File: config.mk
export PLATFORM = sky130hd
export DESIGN_NAME = collision_event_sequencer
export DESIGN_NICKNAME = d
export VERILOG_FILES = /design/src/rtl/collision_pkg.sv /design/src/rtl/ev_priority_enc.sv /design/src/rtl/collision_event_sequencer.sv
export SDC_FILE = /design/constraint.sdc
export NUM_CORES = 1
export LEC_CHECK = 0
export BUFFER_PORTS_ARGS = -buffer_cell sky130_fd_sc_hd__buf_2
export CORE_MARGIN = 10
export CORE_UTILIZATION = 45
export DETAILED_ROUTE_END_ITERATION = 6
export PLACE_DENSITY_LB_ADDON = 0.25
export SLEW_MARGIN = 0
export SYNTH_ARGS = -nofsm -noshare
export SYNTH_HDL_FRONTEND = slang
export SYNTH_SLANG_ARGS = --single-unit
File: constraint.sdc
create_clock -name clk -period 4 [get_ports clk]
set_input_delay 0.2 -clock clk [delete_from_list [all_inputs] [get_ports clk]]
set_output_delay 0.2 -clock clk [all_outputs]
set_load 0.02 [all_outputs]
File: src/rtl/collision_pkg.sv
// collision_pkg
//   Shared types and constants for the collision event sequencer.
//   ev_id_t     : event class indices, in fixed priority order (0 = highest)
//   seq_state_t : sequencer FSM states
package collision_pkg;

  localparam int NUM_EV_DEFAULT = 5;

  typedef enum logic [2:0] {
    EV_PROJ_BORDER   = 3'd0,
    EV_PROJ_SHIELD   = 3'd1,
    EV_BANANA_BORDER = 3'd2,
    EV_BANANA_SHIP   = 3'd3,
    EV_BANANA_SHIELD = 3'd4
  } ev_id_t;

  typedef enum logic [0:0] {
    S_IDLE  = 1'b0,
    S_DRAIN = 1'b1
  } seq_state_t;

endpackage

File: src/rtl/ev_priority_enc.sv
// ev_priority_enc
//   Combinational lowest-index priority encoder.
//   Ports:
//     vec     in  N     request vector
//     idx     out ID_W  index of the lowest set bit (0 when none set)
//     any_set out 1     at least one bit of vec is set
module ev_priority_enc #(
  parameter int N    = 5,
  parameter int ID_W = 3
) (
  input  logic [N-1:0]    vec,
  output logic [ID_W-1:0] idx,
  output logic            any_set
);

  // Scan from the top down so the lowest set bit is the last to write idx.
  always_comb begin
    idx = '0;
    for (int i = N - 1; i >= 0; i--) begin
      if (vec[i]) idx = ID_W'(i);
    end
  end

  assign any_set = |vec;

endmodule

File: src/rtl/collision_event_sequencer.sv
// collision_event_sequencer
//   Captures per-class collision strobes and first-hit pixel during a frame;
//   at startOfFrame moves the captured set to a drain bank and presents the
//   events one per accept, lowest class index first, on a valid/ready port.
//   Optional build macro: HIT_COUNT_EN (per-class saturating hit-pixel counters
//   reported on ev_count; without it ev_count is tied to 0).
//   Ports:
//     clk, resetN (async, active-low)
//     startOfFrame         1-cycle frame start pulse
//     pixelX, pixelY       current pixel
//     ev_hit   [NUM_EV]    per-class collision strobe
//     ev_valid/ev_ready    event handshake
//     ev_id, ev_x, ev_y    presented class and its first-hit coordinates
//     ev_count             hit pixels of the presented class
//     overrun              pulse: undelivered events dropped at startOfFrame
//
//   state   | meaning
//   S_IDLE  | drain bank empty, ev_valid low
//   S_DRAIN | drain bank has pending events, one presented on ev_*
module collision_event_sequencer
  import collision_pkg::*;
#(
  parameter int NUM_EV = NUM_EV_DEFAULT,
  parameter int X_W    = 11,
  parameter int Y_W    = 11,
  parameter int CNT_W  = 8
) (
  input  logic                      clk,
  input  logic                      resetN,
  input  logic                      startOfFrame,
  input  logic [X_W-1:0]            pixelX,
  input  logic [Y_W-1:0]            pixelY,
  input  logic [NUM_EV-1:0]         ev_hit,
  output logic                      ev_valid,
  output logic [$clog2(NUM_EV)-1:0] ev_id,
  output logic [X_W-1:0]            ev_x,
  output logic [Y_W-1:0]            ev_y,
  output logic [CNT_W-1:0]          ev_count,
  input  logic                      ev_ready,
  output logic                      overrun
);

  localparam int ID_W = $clog2(NUM_EV);
  localparam logic [0:0] ST_IDLE  = S_IDLE;
  localparam logic [0:0] ST_DRAIN = S_DRAIN;

  logic [0:0]        state_q;
  logic [NUM_EV-1:0] cap_pend, drain_pend;
  logic [X_W-1:0]    cap_x [NUM_EV];
  logic [Y_W-1:0]    cap_y [NUM_EV];
  logic [X_W-1:0]    drain_x [NUM_EV];
  logic [Y_W-1:0]    drain_y [NUM_EV];

  logic              accept;
  logic [NUM_EV-1:0] acc_mask, leftover, pend_nxt;
  logic [ID_W-1:0]   idx_nxt;
  logic              any_nxt;
  logic [X_W-1:0]    sel_x;
  logic [Y_W-1:0]    sel_y;

  assign ev_valid = (state_q == ST_DRAIN);
  assign accept   = ev_valid && ev_ready;

  always_comb begin
    acc_mask = '0;
    for (int i = 0; i < NUM_EV; i++) acc_mask[i] = accept && (ev_id == ID_W'(i));
  end

  assign leftover = drain_pend & ~acc_mask;
  // At frame start the freshly captured bank replaces whatever is left.
  assign pend_nxt = startOfFrame ? cap_pend : leftover;

  ev_priority_enc #(.N(NUM_EV), .ID_W(ID_W)) u_enc (
    .vec     (pend_nxt),
    .idx     (idx_nxt),
    .any_set (any_nxt)
  );

  // Outputs are registered from the next-cycle bank, so the data source
  // follows the same startOfFrame mux as pend_nxt.
  always_comb begin
    sel_x = '0;
    sel_y = '0;
    if (any_nxt) begin
      sel_x = startOfFrame ? cap_x[idx_nxt] : drain_x[idx_nxt];
      sel_y = startOfFrame ? cap_y[idx_nxt] : drain_y[idx_nxt];
    end
  end

  // Capture bank: a hit on the startOfFrame cycle opens the new frame.
  always_ff @(posedge clk or negedge resetN) begin
    if (!resetN) begin
      cap_pend <= '0;
      for (int i = 0; i < NUM_EV; i++) begin
        cap_x[i] <= '0;
        cap_y[i] <= '0;
      end
    end else begin
      for (int i = 0; i < NUM_EV; i++) begin
        if (startOfFrame) begin
          cap_pend[i] <= ev_hit[i];
          if (ev_hit[i]) begin
            cap_x[i] <= pixelX;
            cap_y[i] <= pixelY;
          end
        end else if (ev_hit[i] && !cap_pend[i]) begin
          cap_pend[i] <= 1'b1;
          cap_x[i]    <= pixelX;
          cap_y[i]    <= pixelY;
        end
      end
    end
  end

  always_ff @(posedge clk or negedge resetN) begin
    if (!resetN) begin
      drain_pend <= '0;
      for (int i = 0; i < NUM_EV; i++) begin
        drain_x[i] <= '0;
        drain_y[i] <= '0;
      end
    end else begin
      drain_pend <= pend_nxt;
      if (startOfFrame) begin
        drain_x <= cap_x;
        drain_y <= cap_y;
      end
    end
  end

  always_ff @(posedge clk or negedge resetN) begin
    if (!resetN) begin
      state_q <= ST_IDLE;
      ev_id   <= '0;
      ev_x    <= '0;
      ev_y    <= '0;
      overrun <= 1'b0;
    end else begin
      state_q <= any_nxt ? ST_DRAIN : ST_IDLE;
      ev_id   <= any_nxt ? idx_nxt : '0;
      ev_x    <= sel_x;
      ev_y    <= sel_y;
      overrun <= startOfFrame && (|leftover);
    end
  end

`ifdef HIT_COUNT_EN
  logic [CNT_W-1:0] cap_cnt   [NUM_EV];
  logic [CNT_W-1:0] drain_cnt [NUM_EV];
  logic [CNT_W-1:0] sel_cnt;

  always_comb begin
    sel_cnt = '0;
    if (any_nxt) sel_cnt = startOfFrame ? cap_cnt[idx_nxt] : drain_cnt[idx_nxt];
  end

  always_ff @(posedge clk or negedge resetN) begin
    if (!resetN) begin
      for (int i = 0; i < NUM_EV; i++) begin
        cap_cnt[i]   <= '0;
        drain_cnt[i] <= '0;
      end
      ev_count <= '0;
    end else begin
      for (int i = 0; i < NUM_EV; i++) begin
        if (startOfFrame) begin
          cap_cnt[i] <= ev_hit[i] ? CNT_W'(1) : '0;
        end else if (ev_hit[i] && (cap_cnt[i] != '1)) begin
          cap_cnt[i] <= cap_cnt[i] + 1'b1;
        end
      end
      if (startOfFrame) drain_cnt <= cap_cnt;
      ev_count <= sel_cnt;
    end
  end
`else
  assign ev_count = '0;
`endif

endmodule

==> flow_summary.toml, run 1 <==
[run_status]
run_status = "complete, no violations"

[timing]
setup_tns_ns = 0
finalMaxSlewViolations = 0
slew_headroom = 0.174
fmax_mhz = 361
min_period_over_period = 0.692
final.min_clock_period_ns = 2.77
rsz0062_at_grt = "no"
hold_violations = 0
setup_viol = 0
worst_pin_slew_ns = 1.24
postLayoutSetupSlackWorst_ns = 1.23
finalClockSkew_ns = 0.0112

[critical_path]
rrSetupSlack_ns = 1.23
worst-path-max-fanout = 23
path_class = "flop to flop"
worst-path-stages = 6
startpoint_type = "flop"
cp.arrival_ns = 3.16
r2r-end = "ev_y[9]"
cp_slowest_stage_delay_ns = 0.97
path_buf_inv = 1
crit_family = "compound AO/OA/AOI/OAI gates"
r2r-start = "ev_valid"
rr_worst_depth = 6
slowest_stage = "o21a_1"
required_ns = 4.39
critical_path.cell_chain = "nand4b_1 > o21a_1 > o31a_1 > o21bai_2 > buf_4 > o32ai_1"
critPathCaptureType = "flop"

[grt]
grt_max_degree = 131
grt_pass1_vias = 7190
gr-total-overflow = 0
grt_first_pass_wirelength_mm = 41.3
track_usage = 0.167
antenna_found_initial = 1

[worst_hold_path]
min_from = "pixelY[8]"
holdPathStages = 2
whs_endpoint = "cap_y[8]"
hold_path_class = "primary input to flop"

[clock_network]
hold_buffers = 24
cts_resized = 0
cts_sinks = 257
clkTransAtPathRegs_ns = 0.06
cts_tree = "yes"
htreeDepth = 1
cts_buffers = 27
postCtsSetupBuffers = 0
cts_root_buf = "clkbuf_16"
clock_latency_ns = 0.53
cts_buffer_depth = 3

[die]
die_x_um = 175
die_y_um = 175
initial_core_util = 0.460
fp-row-count = 56
dieArea_um2 = 30800
io_pins = 66
core_area_um2 = 23600

[power_and_ir_drop]
powerDensity_nw_per_um2 = 571
comb_power_share = 0.189
leakage_nw = 5.29
seqPwrFrac = 0.460
ir_drop_uv = 230
p_clk_frac = 0.351
p_switching_mw = 1.93
power.internal_mw = 5.25
p_sw_frac = 0.269

[finish]
drive_above_1_share = 0.433
nets = 861
final_cell_mix = "dfrtp_1 (257), mux2_2 (223), o32ai_1 (66)"
syn_to_final_growth_pct = 15.8
layout_commonest_cell = "dfrtp_1"

[logic_synthesis]
ys.warnings.count = 0
syn_area_um2 = 10900
avgSynthCellArea_um2 = 14.4
yosysSeqAreaShare = 0.592
synthCells = 757
synth_edf_count = 0
ys_types = 41
synth.ff_latch_count = 257
ys.flop_type = "dfrtp_1"
async_reset_ff_frac = 1.00

[place]
dp_slack_ns = 1.28
io_buffers = 57
place_hpwl_mm = 15.5
place.gp.congestion = 0.785

[drt]
drcViolationCount = 0
ant_nets = 0
drt_iter0_drc = 511
vias = 6746
vias_per_cell = 5.77
drtPass1Iterations = 5
routedWlPerCell_um = 22.4
wl_mm = 26.2

[flow_run]
drv_cap = 0
## final cells by class
class / instances / area [um2]
Clock buffer: 43 / 836
Clock inverter: 5 / 75.1
Multi-Input combinational cell: 442 / 4140
Timing Repair Buffer: 99 / 689
Sequential cell: 257 / 6430
Antenna cell: 1 / 2.50
Fill cell: 1987 / 11000
Inverter: 3 / 11.3
Tap cell: 319 / 399
## stage by stage
stage          instance area [um2]  cells  utilization  hold WS (ns)  power (mW)
2_1_floorplan                10900    764            -       -0.0956        4.21
3_3_place_gp                 11400   1096        0.484         0.362        4.61
3_5_place_dp                 11400   1096        0.484         0.385        4.69
4_1_cts                      12600   1168        0.533      0.000830        7.24
5_1_grt                      12600   1169        0.533      0.000545        7.50
6_report                     12600   1169        0.533       0.00517        7.18
## sequential cells by signal (all words and copies together), names as in the netlist
register,flops
cap_pend,5
cap_x,55
cap_y,55
drain_pend,5
drain_x,55
drain_y,55
ev_id,3
ev_valid,1
ev_x,11
ev_y,11
overrun,1
## Yosys cell counts (3+ instances only)
cell / instances / area (um2)
dfrtp_1: 257 / 6430
mux2_2: 223 / 2510
o32ai_1: 66 / 578
a21oi_1: 46 / 230
nor3_1: 23 / 115
clkbuf_1: 21 / 78.8
mux2_4: 20 / 300
buf_2: 19 / 95.1
nand2b_1: 12 / 75.1
nand2_1: 11 / 41.3
buf_1: 10 / 37.5
buf_4: 9 / 67.6
buf_6: 3 / 33.8
nor2_1: 3 / 11.3
## logic make-up after synthesis
family / share of synthesized area
DFF: 0.592
muxes: 0.260
AOI/OAI and AO/OA: 0.0844
and+or+nand+nor: 0.0340
other: 0.000345
buffers and inverters: 0.0298
## power groups by stage
stage               logic, mW  registers (mW)  clock network [mW]
floorplan               0.841            3.37                   0
global placement         1.29            3.32                   0
detailed placement       1.35            3.35                   0
CTS                      1.37            3.31                2.56
global route             1.46            3.36                2.68
finish                   1.36            3.31                2.52
## worst reg2reg max path, stage by stage, from the launching register on
cell and delay [ns]:
dfrtp_1 0.44, nand4b_1 0.19, o21a_1 0.97, o31a_1 0.22, o21bai_2 0.30, buf_4 0.37
o32ai_1 0.14
## metal layers
| metal | track usage | part of all wire | vias up |
|---|---|---|---|
| met5 | 0 | 0 | - |
| met1 | 0.230 | 0.45 | 3536 |
| met4 | 0.0463 | 0.018 | 0 |
| met2 | 0.266 | 0.47 | 220 |
| li1 | - | - | 2945 |
| met3 | 0.0320 | 0.066 | 45 |
## worst max-delay path by stage
stage              from  endpoint  slack (ns)
2_1_floorplan  ev_id[1]   ev_x[0]        2.00
3_3_place_gp   ev_valid   ev_x[9]        1.40
3_5_place_dp   ev_valid   ev_y[9]        1.28
4_1_cts        ev_valid   ev_y[9]        1.25
5_1_grt        ev_valid   ev_y[7]        1.15
6_report       ev_valid   ev_y[9]        1.23
(Power assumes the default switching activity.)
==> inputs of run 2 (changes only) <==
ABC_AREA = 1   (was default)
clock period = 2.6 ns   (was 4 ns; I/O delays follow)
==> run 2 against run 1 <==
Clock power rose by 46%. Sequential cell count did not move. Combinational power rose by 68%. Sequential share of layout area fell by 1.6 points. Critical path depth rose by 5. Hold slack improved by 0.0064 ns. Routed wire length rose by 11%. Cell count rose by 47%. Global-route usage rose by 2.2 points. Area after synthesis rose by 3.0%.
==> flow_summary.toml, run 2 <==
[run_status]
run_status = "complete, no violations"

[power_and_ir_drop]
power.internal_mw = 7.50
ir_drop_uv = 432
comb_power_share = 0.208
p_switching_mw = 3.45
leakage_nw = 6.50
powerDensity_nw_per_um2 = 843
p_clk_frac = 0.337
p_sw_frac = 0.315
seqPwrFrac = 0.454
power_mw = 10.9

[grt]
grt_max_degree = 135
grt_first_pass_wirelength_mm = 48.6
antenna_found_initial = 0
grt_pass1_vias = 8729
track_usage = 0.189
gr-total-overflow = 0

[drt]
vias_per_cell = 5.12
drt_iter0_drc = 660
vias = 8794
drtPass1Iterations = 7
wl_mm = 29.2
drcViolationCount = 0
routedWlPerCell_um = 17.0
ant_nets = 0

[logic_synthesis]
avgSynthCellArea_um2 = 8.51
synthCells = 1315
synth_area_leaders = "dfrtp_1 (57%), nand2_1 (14%), o21ai_0 (7.1%)"
yosysTopAreaCellShare = 0.574
synth.ff_latch_count = 257
ys_types = 28
ys.warnings.count = 0
yosysMostFrequentCell = "nand2_1"
yosysSeqAreaShare = 0.574
synthTopCellsByCount = "nand2_1 (428), dfrtp_1 (257), o21ai_0 (159)"
synth_edf_count = 0
synth_area_leader_cell = "dfrtp_1"
syn_area_um2 = 11200
ys.flop_type = "dfrtp_1"
async_reset_ff_frac = 1.00

[finish]
fin_util = 0.533
stdcell_count = 1719
antennaDiodeCount = 0
nets = 1406
final_cell_mix = "nand2_1 (428), dfrtp_1 (257), o21ai_0 (159)"
syn_to_final_growth_pct = 16.0
final_cell_area_um2 = 13000
drive_above_1_share = 0.143
layout_commonest_cell = "nand2_1"

[place]
io_buffers = 57
place_area_um2 = 11900
dpl.cell_count = 1649
place.gp.congestion = 0.817
place_hpwl_mm = 17.8
dp_slack_ns = 0.301

[critical_path]
cp.arrival_ns = 2.80
critPathCaptureType = "flop"
worst-path-max-fanout = 30
critical_path.cell_chain = "dlygate4sd3_1 > buf_4 > clkinv_2 > buf_4 > nand3_1 > nand2_2 > nor2_4 > nor3_4 > buf_12 > nand3_1 > a21oi_1"
path_buf_inv = 5
crit_family = "buffers and inverters"
required_ns = 3.04
path_class = "primary input to flop"
slowest_stage = "nor3_4"
startpoint_type = "primary input"
cp_slowest_stage_delay_ns = 0.76

[die]
fp-row-count = 57
dieArea_um2 = 31600
io_pins = 66
die_y_um = 178
initial_core_util = 0.459
die_x_um = 178
core_area_um2 = 24400

[flow_run]
drv_cap = 0

[clock_network]
cts_buffers = 27
postCtsSetupBuffers = 0
cts_buffer_depth = 3
cts_resized = 0
clkTransAtPathRegs_ns = 0.06
cts_sinks = 257
clock_latency_ns = 0.53
cts_tree = "yes"
htreeDepth = 1
cts_root_buf = "clkbuf_16"

[timing]
final.min_clock_period_ns = 2.36
finalMaxSlewViolations = 0
rsz0062_at_grt = "no"
min_period_over_period = 0.908
finalClockSkew_ns = 0.0160
hold_slack_ns = 0.0115
hold_violations = 0
slew_headroom = 0.329
fmax_mhz = 424
setup_viol = 0
setup_tns_ns = 0
postLayoutSetupSlackWorst_ns = 0.239
worst_pin_slew_ns = 1.00

[worst_hold_path]
hold_path_class = "primary input to flop"
run 2: changes by cell type after synthesis, sizes merged, moves of 26 or more:
cell / delta
a21oi: -26
mux2: -243
or2: +41
o32ai: -66
nor2: +26
nand2: +423
nand3: +129
inv: +103
o21ai: +168
run 2: layer usage:
| metal | share of wire | vias up | track usage |
|---|---|---|---|
| met4 | 0.011 | 0 | 0.0337 |
| met2 | 0.46 | 185 | 0.300 |
| met1 | 0.47 | 4280 | 0.272 |
| li1 | - | 4303 | - |
| met3 | 0.053 | 26 | 0.0287 |
| met5 | 0 | - | 0 |
run 2: power groups by stage:
stage / sequential (mW) / clock, mW / combinational, mW
after floorplan: 5.10 / 0 / 1.32
after global placement: 5.03 / 0 / 2.22
after detailed placement: 5.04 / 0 / 2.27
after CTS: 4.98 / 3.77 / 2.30
after global routing: 5.04 / 3.94 / 2.58
final: 4.97 / 3.69 / 2.28
run 2: repair_timing:
action                                  4_1_cts  5_1_grt
hold buffers                                 21        0
endpoints found under the setup margin        0        0
endpoints found under the hold margin       146        0
run 2: worst register-to-register path, delay by kind of cell, from the launching register on:
kind	cells	cell delay [ns]
flops	1	0.40
compound gates	1	0.17
simple gates	6	1.39
buf+inv	1	0.23
run 2: path summary, 6_finish.rpt:
kind	slack (ns)	from	cells after the start	end
worst max-delay path	0.24	startOfFrame	11	ev_x[1]
worst min-delay path	0.01	pixelY[6]	3	cap_y[28]
worst max register to register	0.33	ev_id[2]	8	ev_x[1]
worst min register to register	0.46	drain_x[38]	2	drain_x[38]
max in group asynchronous	1.66	resetN	3	cap_y[36]
min in group asynchronous	0.17	resetN	2	cap_y[40]
run 2: cell families (layout without fill, tap and decap cells):
family	Yosys count	after routing	synth area share
buffers and inverters	197	270	0.0777
AO/OA/AOI/OAI	193	193	0.0867
flip-flops	257	257	0.574
other	1	8	0.000335
AND/OR/NAND/NOR	667	667	0.261
run 2: final cells by class:
class | count | area, um2
fill | 2265 | 11400
sequential | 257 | 6430
multi-input combinational | 868 | 3920
timing repair buffer | 115 | 986
clock buffer | 31 | 711
tap | 324 | 405
inverter | 106 | 399
clock inverter | 18 | 136
==> inputs of run 3 (changes only) <==
BUFFER_PORTS_ARGS = default   (was -buffer_cell sky130_fd_sc_hd__buf_2)
DONT_BUFFER_PORTS = 1   (was default)
PLACE_DENSITY_LB_ADDON = default   (was 0.25)
==> run 3 against run 2 <==
The flow now finishes with violations (negative hold slack). Clock power is 1% lower. Global-route usage down 0.49 points. Via count fell by 3.7%. First-iteration DRC count increased by 8.8%. Design area shrank 3.3%. Clock-buffer cell count rose by 12. Routed wire length decreased by 2.4%. Clock skew fell by 0.0033 ns. Core utilization shrank 1.7 points. Highest routed layer is now met5.
==> flow_summary.toml, run 3 (same netlist as run 2, synthesis figures left out) <==
[run_status]
run_status = "finished with violations"
violations = "negative hold slack"

[grt]
gr-total-overflow = 0
grt_pass1_vias = 8451
antenna_found_initial = 2
grt_first_pass_wirelength_mm = 47.0
track_usage = 0.184
grt_max_degree = 258

[place]
io_buffers = 0
place_hpwl_mm = 16.2
place.gp.congestion = 0.765
place_area_um2 = 11400
dpl.cell_count = 1579
dp_slack_ns = 0.506

[drt]
drcViolationCount = 0
met1Wirelength_mm = 13.9
drt_iter0_drc = 718
ant_nets = 0
wl_met2_mm = 12.0
routed.top_layer = "met5"
vias_per_cell = 5.11
wl_mm = 28.5
drtPass1Iterations = 5
routedWlPerCell_um = 17.2
vias = 8470
routed-wl-met3_mm = 1.83

[power_and_ir_drop]
ir_drop_uv = 439
comb_power_share = 0.167
power.internal_mw = 7.37
powerDensity_nw_per_um2 = 843
p_switching_mw = 3.22
p_sw_frac = 0.304
p_clk_frac = 0.344
seqPwrFrac = 0.489
leakage_nw = 6.19

[clock_network]
cts_buffer_depth = 3
hold_buffers = 28
cts_sinks = 257
cts_resized = 0
htreeDepth = 1
cts_buffers = 27
cts_root_buf = "clkbuf_16"
cts_tree = "yes"
postCtsSetupBuffers = 0
clock_latency_ns = 0.53
clkTransAtPathRegs_ns = 0.06

[die]
die_x_um = 178
core_area_um2 = 24400
io_pins = 66
initial_core_util = 0.459
die_y_um = 178
fp-row-count = 57
dieArea_um2 = 31600

[critical_path]
critical_path.cell_chain = "nand2_1 > nor2_2 > nand2_1 > nand3_1 > nand2_2 > inv_2 > nand2_2 > nand2_4 > buf_4 > nand2_1 > nand3_1 > nand3_1 > a21oi_1"
slowest_stage = "buf_4"
path_class = "flop to flop"
path_buf_inv = 2
cp_slowest_stage_delay_ns = 0.46
startpoint_type = "flop"
cp.arrival_ns = 2.59
worst-path-stages = 13
critPathCaptureType = "flop"
required_ns = 3.05
crit_family = "simple AND/OR/NAND/NOR gates"
rr_worst_depth = 13
worst-path-max-fanout = 45

[timing]
hold_violations = 257
min_period_over_period = 0.823
setup_tns_ns = 0
setup_viol = 0
slew_headroom = 0.561
fmax_mhz = 468
rsz0062_at_grt = "no"
hold_slack_ns = -0.698
final.min_clock_period_ns = 2.14
postLayoutSetupSlackWorst_ns = 0.461
finalClockSkew_ns = 0.0127
worst_pin_slew_ns = 0.659
finalMaxSlewViolations = 0

[worst_hold_path]
hold_path_class = "primary input to async pin"

[finish]
multi_input_area_um2 = 3920
syn_to_final_growth_pct = 12.2
drive_above_1_share = 0.0931
nets = 1343
ff_latch_area_um2 = 6430
fill_cells = 2388
stdcell_count = 1657
layout_commonest_cell = "nand2_1"
final_cell_area_um2 = 12600
final_cell_mix = "nand2_1 (428), dfrtp_1 (257), o21ai_0 (159)"

[flow_run]
drv_cap = 0
==> run 3: cell count changes in the layout (fill, tap and decap cells not counted), sizes merged <==
cell | before | now
clkbuf | 31 | 43
bufinv | 1 | 0
clkinv | 13 | 6
clkinvlp | 4 | 1
diode | 0 | 1
dlygate4sd3 | 21 | 27
buf | 94 | 25
inv | 106 | 105
==> run 3: path summary, 6_finish.rpt <==
kind | startpoint | endpoint | slack [ns]
worst min-delay path | resetN | cap_y[20] | -0.70
worst max-delay path | ev_valid | ev_x[9] | 0.46
max in group asynchronous | resetN | drain_x[34] | 2.87
worst min register to register | drain_y[42] | drain_y[42] | 0.47
worst max register to register | ev_valid | ev_x[9] | 0.46
min in group clk | ev_ready | drain_pend[2] | 0.03
==> run 3: layer usage <==
layer / GRT usage / up-vias
met5: 0 / -
met4: 0.0521 / 2
met3: 0.0376 / 48
met2: 0.265 / 222
met1: 0.274 / 4036
li1: - / 4162
==> run 3: per-stage QoR <==
stage                     utilization  hold WS (ns)  total power [mW]
final                           0.515        -0.698              10.6
after global routing            0.515        -0.719              11.2
after CTS                       0.515        -0.710              10.7
after detailed placement        0.469        -0.152              6.95
after global placement          0.469        -0.150              6.91
after floorplan                     -        -0.166              6.42
==> run 3: power by group through the flow <==
stage	combinational [mW]	sequential [mW]	clock [mW]
floorplan	1.32	5.10	0
global placement	1.67	5.24	0
detailed placement	1.70	5.25	0
CTS	1.78	5.19	3.74
global route	2.05	5.25	3.88
finish	1.77	5.18	3.64
==> run 3: final cells by class <==
type / instances / area share
Sequential cell: 257 / 0.512
Multi-Input combinational cell: 868 / 0.312
Clock buffer: 43 / 0.0641
Timing Repair Buffer: 52 / 0.0450
Tap cell: 324 / 0.0323
Inverter: 106 / 0.0318
Clock inverter: 6 / 0.00259
Antenna cell: 1 / 0.000199
==> run 3: worst register-to-register path, stage by stage, from the launching register on <==
cell     delay (ns)
dfrtp_1        0.34
nand2_1        0.08
nor2_2         0.16
nand2_1        0.09
nand3_1        0.09
nand2_2        0.12
inv_2          0.08
nand2_2        0.09
nand2_4        0.07
buf_4          0.46
nand2_1        0.11
nand3_1        0.09
nand3_1        0.14
a21oi_1        0.16
